File: src/rtl/reg_file_pkg.sv
// Shared constants for the multi-port register file and its busy scoreboard.
package reg_file_pkg;

  localparam int unsigned DEF_DATA_W = 64;
  localparam int unsigned DEF_ADDR_W = 5;
  localparam int unsigned DEF_NUM_RD = 2;
  localparam int unsigned DEPTH      = 2 ** DEF_ADDR_W;
  localparam int unsigned ZERO_ADDR  = 0;

endpackage : reg_file_pkg

File: src/rtl/reg_file_scoreboard.sv
// Per-register busy bits: decode sets, writeback clears, and a same-edge set wins.
module reg_file_scoreboard
  import reg_file_pkg::*;
#(
  parameter int unsigned ADDR_W = DEF_ADDR_W
) (
  input  logic                     clk,
  input  logic                     rst_n,
  input  logic                     set_en,
  input  logic [ADDR_W-1:0]        set_addr,
  input  logic                     clr_en,
  input  logic [ADDR_W-1:0]        clr_addr,
  output logic [(2**ADDR_W)-1:0]   busy_vec
);

  logic [(2**ADDR_W)-1:0] r_busy;

  // The set is applied after the clear so the new producer owns the register.
  always_ff @(posedge clk or negedge rst_n) begin
    if (!rst_n) begin
      r_busy <= '0;
    end else begin
      if (clr_en) r_busy[clr_addr] <= 1'b0;
      if (set_en) r_busy[set_addr] <= 1'b1;
    end
  end

  assign busy_vec = r_busy;

endmodule : reg_file_scoreboard

File: src/rtl/reg_file_mp.sv
// Multi-read-port register file with registered read latches, write bypass,
// optional hardwired zero register and a busy scoreboard.
module reg_file_mp
  import reg_file_pkg::*;
#(
  parameter int unsigned DATA_W   = DEF_DATA_W,
  parameter int unsigned ADDR_W   = DEF_ADDR_W,
  parameter int unsigned NUM_RD   = DEF_NUM_RD,
  parameter bit          ZERO_REG = 1'b1,
  parameter bit          BYPASS   = 1'b1
) (
  input  logic                       clk,
  input  logic                       rst_n,
  input  logic                       hold,
  input  logic [NUM_RD-1:0]          rd_en,
  input  logic [NUM_RD*ADDR_W-1:0]   rd_addr,
  output logic [NUM_RD*DATA_W-1:0]   rd_data,
  output logic [NUM_RD-1:0]          rd_valid,
  output logic [NUM_RD-1:0]          rd_busy,
  input  logic                       wr_en,
  input  logic [ADDR_W-1:0]          wr_addr,
  input  logic [DATA_W-1:0]          wr_data,
  input  logic                       set_busy,
  input  logic [ADDR_W-1:0]          sb_addr,
  output logic [(2**ADDR_W)-1:0]     busy_vec
);

  localparam int unsigned NREG = 2 ** ADDR_W;

  logic [DATA_W-1:0] r_mem [NREG];
  logic [NREG-1:0]   w_busy;
  logic              w_wr_ok;
  logic              w_set_ok;

  // Address 0 swallows writes and allocations when it is hardwired to zero.
  assign w_wr_ok  = wr_en    && !(ZERO_REG && (wr_addr == ADDR_W'(ZERO_ADDR)));
  assign w_set_ok = set_busy && !(ZERO_REG && (sb_addr == ADDR_W'(ZERO_ADDR)));

  always_ff @(posedge clk or negedge rst_n) begin
    if (!rst_n) begin
      for (int r = 0; r < int'(NREG); r++) r_mem[r] <= '0;
    end else if (w_wr_ok) begin
      r_mem[wr_addr] <= wr_data;
    end
  end

  reg_file_scoreboard #(
    .ADDR_W (ADDR_W)
  ) u_scoreboard (
    .clk      (clk),
    .rst_n    (rst_n),
    .set_en   (w_set_ok),
    .set_addr (sb_addr),
    .clr_en   (w_wr_ok),
    .clr_addr (wr_addr),
    .busy_vec (w_busy)
  );

  assign busy_vec = w_busy;

  for (genvar gi = 0; gi < int'(NUM_RD); gi++) begin : g_rd
    logic [ADDR_W-1:0] w_ra;
    logic              w_zero;
    logic              w_hit;
    logic [DATA_W-1:0] w_nxt_data;
    logic              w_nxt_busy;
    logic [DATA_W-1:0] r_data;
    logic              r_valid;
    logic              r_busy;

    assign w_ra   = rd_addr[gi*ADDR_W +: ADDR_W];
    assign w_zero = ZERO_REG && (w_ra == ADDR_W'(ZERO_ADDR));
    assign w_hit  = BYPASS && w_wr_ok && (wr_addr == w_ra);

    // A forwarded write is the freshest value and has already retired its producer.
    always_comb begin
      w_nxt_data = r_mem[w_ra];
      w_nxt_busy = w_busy[w_ra];
      if (w_zero) begin
        w_nxt_data = '0;
        w_nxt_busy = 1'b0;
      end else if (w_hit) begin
        w_nxt_data = wr_data;
        w_nxt_busy = 1'b0;
      end
    end

    always_ff @(posedge clk or negedge rst_n) begin
      if (!rst_n) begin
        r_data  <= '0;
        r_valid <= 1'b0;
        r_busy  <= 1'b0;
      end else if (!hold) begin
        r_valid <= rd_en[gi];
        if (rd_en[gi]) begin
          r_data <= w_nxt_data;
          r_busy <= w_nxt_busy;
        end
      end
    end

    assign rd_data[gi*DATA_W +: DATA_W] = r_data;
    assign rd_valid[gi]                 = r_valid;
    assign rd_busy[gi]                  = r_busy;
  end : g_rd

endmodule : reg_file_mp

File: config.mk
export PLATFORM = sky130hd
export DESIGN_NAME = reg_file_mp
export DESIGN_NICKNAME = d
export VERILOG_FILES = /design/src/rtl/reg_file_pkg.sv /design/src/rtl/reg_file_scoreboard.sv /design/src/rtl/reg_file_mp.sv
export SDC_FILE = /design/constraint.sdc
export NUM_CORES = 2
export LEC_CHECK = 0
export CAP_MARGIN = 15
export CORE_UTILIZATION = 40
export CTS_BUF_LIST = sky130_fd_sc_hd__clkbuf_4 sky130_fd_sc_hd__clkbuf_8 sky130_fd_sc_hd__clkbuf_16
export DETAILED_ROUTE_END_ITERATION = 10
export PLACE_DENSITY = 0.6
export SLEW_MARGIN = 20
export SYNTH_ARGS = -nofsm -noshare
export SYNTH_HDL_FRONTEND = slang
export SYNTH_SLANG_ARGS = --single-unit
File: constraint.sdc
create_clock -name clk -period 3.67 [get_ports clk]
set_clock_uncertainty 0.05 [all_clocks]
set_input_delay 0.367 -clock clk [delete_from_list [all_inputs] [get_ports clk]]
set_output_delay 0.367 -clock clk [all_outputs]
set_load 0.1 [all_outputs]
## Word-level counts from Yosys, hierarchy flattened

Cells that the tools add are included.

| cells by class | value |
|---|---|
| equality and inequality tests | 2 |
| bitwise operators | 7 |
| mux-type cells | 27 |
| $lt $le $gt $ge | 10 |
| reduce and logical (&&, ||, !) cells | 15 |

Operators with widths:

| kind | number |
|---|---|
| bitwise mux 2048 bit | 1 |
| binary-select mux 64 bit (select 5 bit) | 2 |
| 2-to-1 mux 64 bit | 9 |
| demux 64 bit (select 5 bit) | 1 |
| 2-to-1 mux 32 bit | 2 |
| AND 32 bit | 1 |
| inverter 32 bit | 1 |
| OR 32 bit | 1 |
| < comparator 5 x 6 -> 1 bit (second input constant) | 4 |
| zero test 5 bit | 4 |
| greater-or-equal comparator 6 bit (second input constant) | 3 |
| inverter 5 -> 6 bit | 3 |
| binary-select mux 1 bit (select 5 bit) | 2 |
| demux 1 bit (select 5 bit) | 2 |
| == test 5 bit | 2 |
| greater-or-equal comparator 5 x 1 -> 1 bit (second input constant) | 2 |
| 2-to-1 mux 1 bit | 8 |
| logical AND 1 bit | 7 |
| < comparator 6 x 1 -> 1 bit (second input constant) | 1 |
| AND reduction 2 bit | 2 |
| zero test 1 bit | 2 |
| inverter 1 bit | 1 |

| storage, ports and cells | value |
|---|---|
| input bits | 91 |
| bits in registers | 2212 |
| output and inout port bits | 164 |

## Logic depth before layout (Yosys ltp)

| depth | value |
|---|---|
| depth in word-level cells | 9 |
| gate-level depth with buffers | 12 |
| gate-level depth less buffers | 5 |

## Cells and area by module

From an unflattened synthesis, not the netlist that was laid out.

| second synthesis, totals | value |
|---|---|
| cells, all modules | 7358 |
| area total of the unflattened synthesis | 113445.1 um^2 |

Modules (own cells, without submodules):

| module | instances | area each (um^2) | sequential area each (um^2) | cells an instance |
|---|---|---|---|---|
| reg_file_mp | 1 | 112137.5 | 54552.3 | 7235 |
| reg_file_scoreboard | 1 | 1307.5 | 800.8 | 123 |

## Least setup slack after synthesis

No wires, ideal clock.

| timing | value |
|---|---|
| path kind | input to register |
| start point | input rd_addr[0] |
| end point | register g_rd[0].r_data[10] |
| arrival | 2.263 ns |
| stages on the path | 9 |
| path buffers | 5 |
| path slack | 1.231 ns |
| required time | 3.494 ns |
| cell sequence | buf_4 > buf_6 > buf_6 > buf_6 > buf_2 > mux4_2 > o22ai_1 > nor4_1 > a221o_1 |

| on the way | value |
|---|---|
| word-level cells in the longest chain between the ends | 6 |
| elaborated cells on any way between the ends | 9 |

RTL lines:

| element | line | source |
|---|---|---|
| start, declared | reg_file_mp.sv:16 | `input logic [NUM_RD*ADDR_W-1:0] rd_addr,` |
| inverter 5 -> 6 bit (not written as such) | reg_file_mp.sv:77 | `w_nxt_data = r_mem[w_ra];` |
| binary-select mux 64 bit (select 5 bit) | reg_file_mp.sv:77 |  |
| 2-to-1 mux 64 bit (not written as such) (2 in a row) | reg_file_mp.sv:77 |  |
| 2-to-1 mux 64 bit | reg_file_mp.sv:82 | `end else if (w_hit) begin` |
| 2-to-1 mux 64 bit * | reg_file_mp.sv:79 | `if (w_zero) begin` |
| end signal, assigned | reg_file_mp.sv:96 | `r_data <= w_nxt_data;` |
| end, declared | reg_file_mp.sv:67 | `logic [DATA_W-1:0] r_data;` |

Mark *: on every way between the ends. The rest lies on a longest branch, timed or not. The select of a mux whose other input is x is not followed.
A chain may end at the register's enable or synchronous reset.

## Final worst setup path

| timing | value |
|---|---|
| start point | register g_rd[1].r_data[63] |
| end point | output rd_data[127] |

RTL lines:

| element | line | source |
|---|---|---|
| start, declared | reg_file_mp.sv:67 |  |
| start signal, assigned | reg_file_mp.sv:96 |  |
| end, declared | reg_file_mp.sv:17 | `output logic [NUM_RD*DATA_W-1:0] rd_data,` |

No word-level cell between the ends.

==> run summary <==
The run finished with clean final reports. Counting the buffers created by CTS gives 245. The logs give 0 for the DRC violation count after routing and 383000 microns for the total detailed-routing wirelength. The setup path with the least slack is of type reg -> out.

The kind of path behind the tightest hold check was in -> reg. The number of hold buffers added after CTS was 5. STA classifies the critical path endpoint as an output port. CTS saw 2212 sinks. On the critical path, the stage with the largest delay is an instance of sky130_fd_sc_hd__clkdlybuf4s50_1.

For this design the static power due to leakage is 55.9 nW. In this design, the stage delay of the slowest critical-path cell is 1230 ps. The tools report the clock network fraction of design power as 0.339. The multi-input combinational cells in the finished layout cover a total of 54900 sq um. For this run, the detailed router's first-pass iteration total came to 5. Dividing the detail-routed wire length by the instance count gives 33.8 microns. Once the clock tree was built, the resizer swapped 0 gates to a different size.

For the core outline area, the log shows 283000 sq um. The worst setup slack before clock tree synthesis came out at 32.2 ps. The count of nets left with antenna violations once routing finished came out at 0. After clock tree synthesis, the setup repair step added 0 buffers. Setup repair after global routing left no endpoint under its margin. In the synthesized netlist the dominant register cell turns out to be sky130_fd_sc_hd__dfrtp_1.

Walking the worst path, the cells encountered are clkdlybuf4s50_1. The area share of the leading cell type in the synthesized netlist came out at 0.487. The tools report the via total after detailed routing as 73077. The logs give 545 uV for the largest voltage drop on the vdd net and 4 for the maximum level of the CTS H-tree. The number of enable flip-flop cells after synthesis was 0. The switching power was 22.0 mW; the overall power after layout was 74.6 mW. The worst-case headroom to the max-slew limit came out at 0.254.

The share of the cycle needed by the critical path after routing is 0.881. The largest net degree at the start of global routing is 166. The horizontal extent of the die is 535 microns.

At the pin with the least slew margin, the transition time is 1110 ps. In this run the vertical extent of the chip is 535 microns. The area of the die is 286000 sq um, and the initial core utilization is 0.402. After layout, the minimum clock period comes to 3230 ps. The number of storage elements in the synthesis netlist is 2212, and the number of fillers in the final layout is 24367. Final count of hold timing violations: 0. The tools report the count of final max-slew check failures as 0.

Buffers placed on the I/O ports in this run total 254. Relative to the synthesized area, the layout overhead comes to 14.8%. The final core utilization came out at 0.462.

At the end of routability-driven placement, the weighted congestion stood at 0.850. In the post-synthesis netlist, the biggest area contributors are sky130_fd_sc_hd__dfrtp_1, sky130_fd_sc_hd__mux4_2, sky130_fd_sc_hd__mux2_2. The number of different library cells used by synthesis comes to 64.

At the end of the flow, the number of nets in the layout was 7469. After detailed routing, the number of vias per cell comes to 6.45. Across the whole layout, storage elements account for 55400 sq um.

The cell area that synthesis handed to floorplanning was 114000 sq um. The number of global-route vias before repair was 75737; the number of nets in the synthesized netlist was 7408. The sequential share of power was 0.438; the critical-path maximum fanout was 2. The count of routing violations after the opening detailed-route iteration is 6922, and the portion of the post-synthesis area used by sequential elements is 0.487. The top achievable clock speed came out at 0.309 GHz. The number of antenna violations at the first check in global routing was 21; the average cell area after synthesis was 15.5 sq um.

The tools report the combinational power share as 0.223. By instance count, the leading cell after synthesis is sky130_fd_sc_hd__dfrtp_1. The first-pass GRT wire length was 558000 microns.

Summed over all instances, the cell type with the most area after synthesis is sky130_fd_sc_hd__dfrtp_1. Detailed-placement wirelength estimate: 233000 microns. Summing all placed instances gives a cell area of 122000 sq um. Sorting the synthesized cells by how often they occur yields sky130_fd_sc_hd__dfrtp_1, sky130_fd_sc_hd__mux2_2, sky130_fd_sc_hd__mux4_2. For the latest clock arrival within the worst-skew pair, the log shows 940 ps.

After clock tree synthesis, the clock-pin slew on the worst setup and hold paths is 60 ps. Max-cap violations in this run came to 0. With fillers left out, the area of the finished cells amounts to 131000 sq um. The share of flip-flops with an asynchronous set or reset after synthesis was 1.00. The tools report the cell count after synthesis as 7317.

The tools report the total of endpoints with negative setup slack in the final report as 0. The count of buffering cells on the critical path with inverters included was 1; the boundary pin count was 255. During synthesis, Yosys emitted a total of 0 warnings. The worst setup path is launched from a flop. The category of cells accounting for the largest share of critical-path delay was buffers and inverters.

Cell internal power was estimated by the tool at 52.6 mW. The net switching fraction of the power is 0.295, and the layout cell share with drive strength beyond 1 is 0.493. Root buffer cell: sky130_fd_sc_hd__clkbuf_16. The worst setup margin is 435 ps, and the overall global routing resource usage is 0.267. TritonCTS built the clock tree.

The clock passes through at most 4 buffers. The total congestion overflow after global routing came out at 0. Data on the critical path is required at its endpoint by 3250 ps.

For the worst setup path, the data arrival time is 2820 ps. Row generation in the floorplan step produced 195 rows. For this design the ratio of total power to cell area is 572 nW/um^2. Across all hold checks on the routed design, the worst slack comes to 10.2 ps.
==> worst paths after layout <==
kind / from / endpoint / slack (ps) / depth (start not counted)
max: g_rd[1].r_data[63]$_DFFE_PN0P_ / rd_data[127] / 440 / 1
min: wr_data[36] / g_rd[1].r_data[36]$_DFFE_PN0P_ / 10 / 3
max reg2reg: r_mem[285]$_DFFE_PN0P_ / g_rd[0].r_data[29]$_DFFE_PN0P_ / 1390 / 6
min reg2reg: r_mem[2039]$_DFFE_PN0P_ / r_mem[2039]$_DFFE_PN0P_ / 350 / 0
max in group asynchronous: rst_n / r_mem[1940]$_DFFE_PN0P_ / 1690 / 4
min in group asynchronous: rst_n / r_mem[1783]$_DFFE_PN0P_ / 540 / 3
==> layout make-up <==
| type | instances | share of cell area |
|---|---|---|
| tap | 3743 | 0.0359 |
| clock inverter | 88 | 0.00675 |
| inverter | 3 | 0.0000863 |
| sequential | 2212 | 0.424 |
| antenna | 9 | 0.000173 |
| timing repair buffer | 676 | 0.0564 |
| multi-input combinational | 4240 | 0.420 |
| clock buffer | 352 | 0.0563 |
==> through the flow <==
stage | setup TNS [ps] | instances
global route | 0 | 11316
CTS | 0 | 11314
floorplan | 0 | 7317
detailed placement | 0 | 10869
global placement | -2970 | 10869
finish | 0 | 11323
==> power groups by stage <==
stage	Clock, mW	Combinational (mW)	Sequential, mW
3_5_place_dp	0	16.7	33.0
2_1_floorplan	0	10.3	34.0
4_1_cts	25.7	16.8	32.5
3_3_place_gp	0	16.4	32.5
5_1_grt	26.6	17.6	33.2
6_report	25.3	16.6	32.7
==> layer usage <==
layer | GRT usage | up-vias | part of all wire
met3 | 0.0489 | 743 | 0.072
li1 | - | 28805 | -
met2 | 0.425 | 3151 | 0.47
met1 | 0.368 | 40372 | 0.42
met4 | 0.0898 | 6 | 0.038
met5 | 0 | - | 0.000086
==> flip-flops by register name, summed over array words and instances (netlist names) <==
| signal | flops |
|---|---|
| g_rd.r_busy | 2 |
| r_mem | 2048 |
| g_rd.r_valid | 2 |
| u_scoreboard.busy_vec | 32 |
| g_rd.r_data | 128 |
==> layout by cell type (no fill, tap or decap), types with 10 or more instances in the layout <==
master / instances
sky130_fd_sc_hd__mux2_2: 1666
sky130_fd_sc_hd__nand2_4: 20
sky130_fd_sc_hd__a2111oi_0: 10
sky130_fd_sc_hd__mux2i_1: 66
sky130_fd_sc_hd__xnor2_1: 10
sky130_fd_sc_hd__or4_1: 50
sky130_fd_sc_hd__clkbuf_4: 47
sky130_fd_sc_hd__o22ai_1: 255
sky130_fd_sc_hd__nor4_1: 55
sky130_fd_sc_hd__clkdlybuf4s50_1: 188
sky130_fd_sc_hd__nand3_1: 17
sky130_fd_sc_hd__nor2b_1: 71
sky130_fd_sc_hd__bufinv_16: 15
sky130_fd_sc_hd__dfrtp_1: 2212
sky130_fd_sc_hd__o21ai_1: 59
sky130_fd_sc_hd__clkbuf_16: 248
sky130_fd_sc_hd__clkbuf_8: 57
sky130_fd_sc_hd__a22oi_1: 87
sky130_fd_sc_hd__clkinv_2: 60
sky130_fd_sc_hd__mux2_1: 335
sky130_fd_sc_hd__nor2_4: 16
sky130_fd_sc_hd__o21ai_0: 46
sky130_fd_sc_hd__buf_2: 47
sky130_fd_sc_hd__nand2_1: 50
sky130_fd_sc_hd__a21oi_1: 19
sky130_fd_sc_hd__o221ai_1: 11
sky130_fd_sc_hd__buf_12: 148
sky130_fd_sc_hd__buf_4: 280
sky130_fd_sc_hd__mux4_2: 1083
sky130_fd_sc_hd__a221o_1: 55
sky130_fd_sc_hd__a211oi_1: 63
sky130_fd_sc_hd__a22o_1: 15
sky130_fd_sc_hd__nor2_1: 82
==> tightest hold or removal path, cell delays in order <==
cell	delay, ps
sky130_fd_sc_hd__buf_2	270
sky130_fd_sc_hd__a22oi_1	220
sky130_fd_sc_hd__o21ai_1	90
==> cell families after synthesis <==
kind of cell / Yosys count / synth area share
buffers and inverters: 865 / 0.0339
XOR/XNOR: 10 / 0.000770
multiplexers: 3150 / 0.418
AND/OR/NAND/NOR: 424 / 0.0204
flip-flops: 2212 / 0.487
AO/OA/AOI/OAI: 656 / 0.0396
Power figures use the tool's default switching activity.
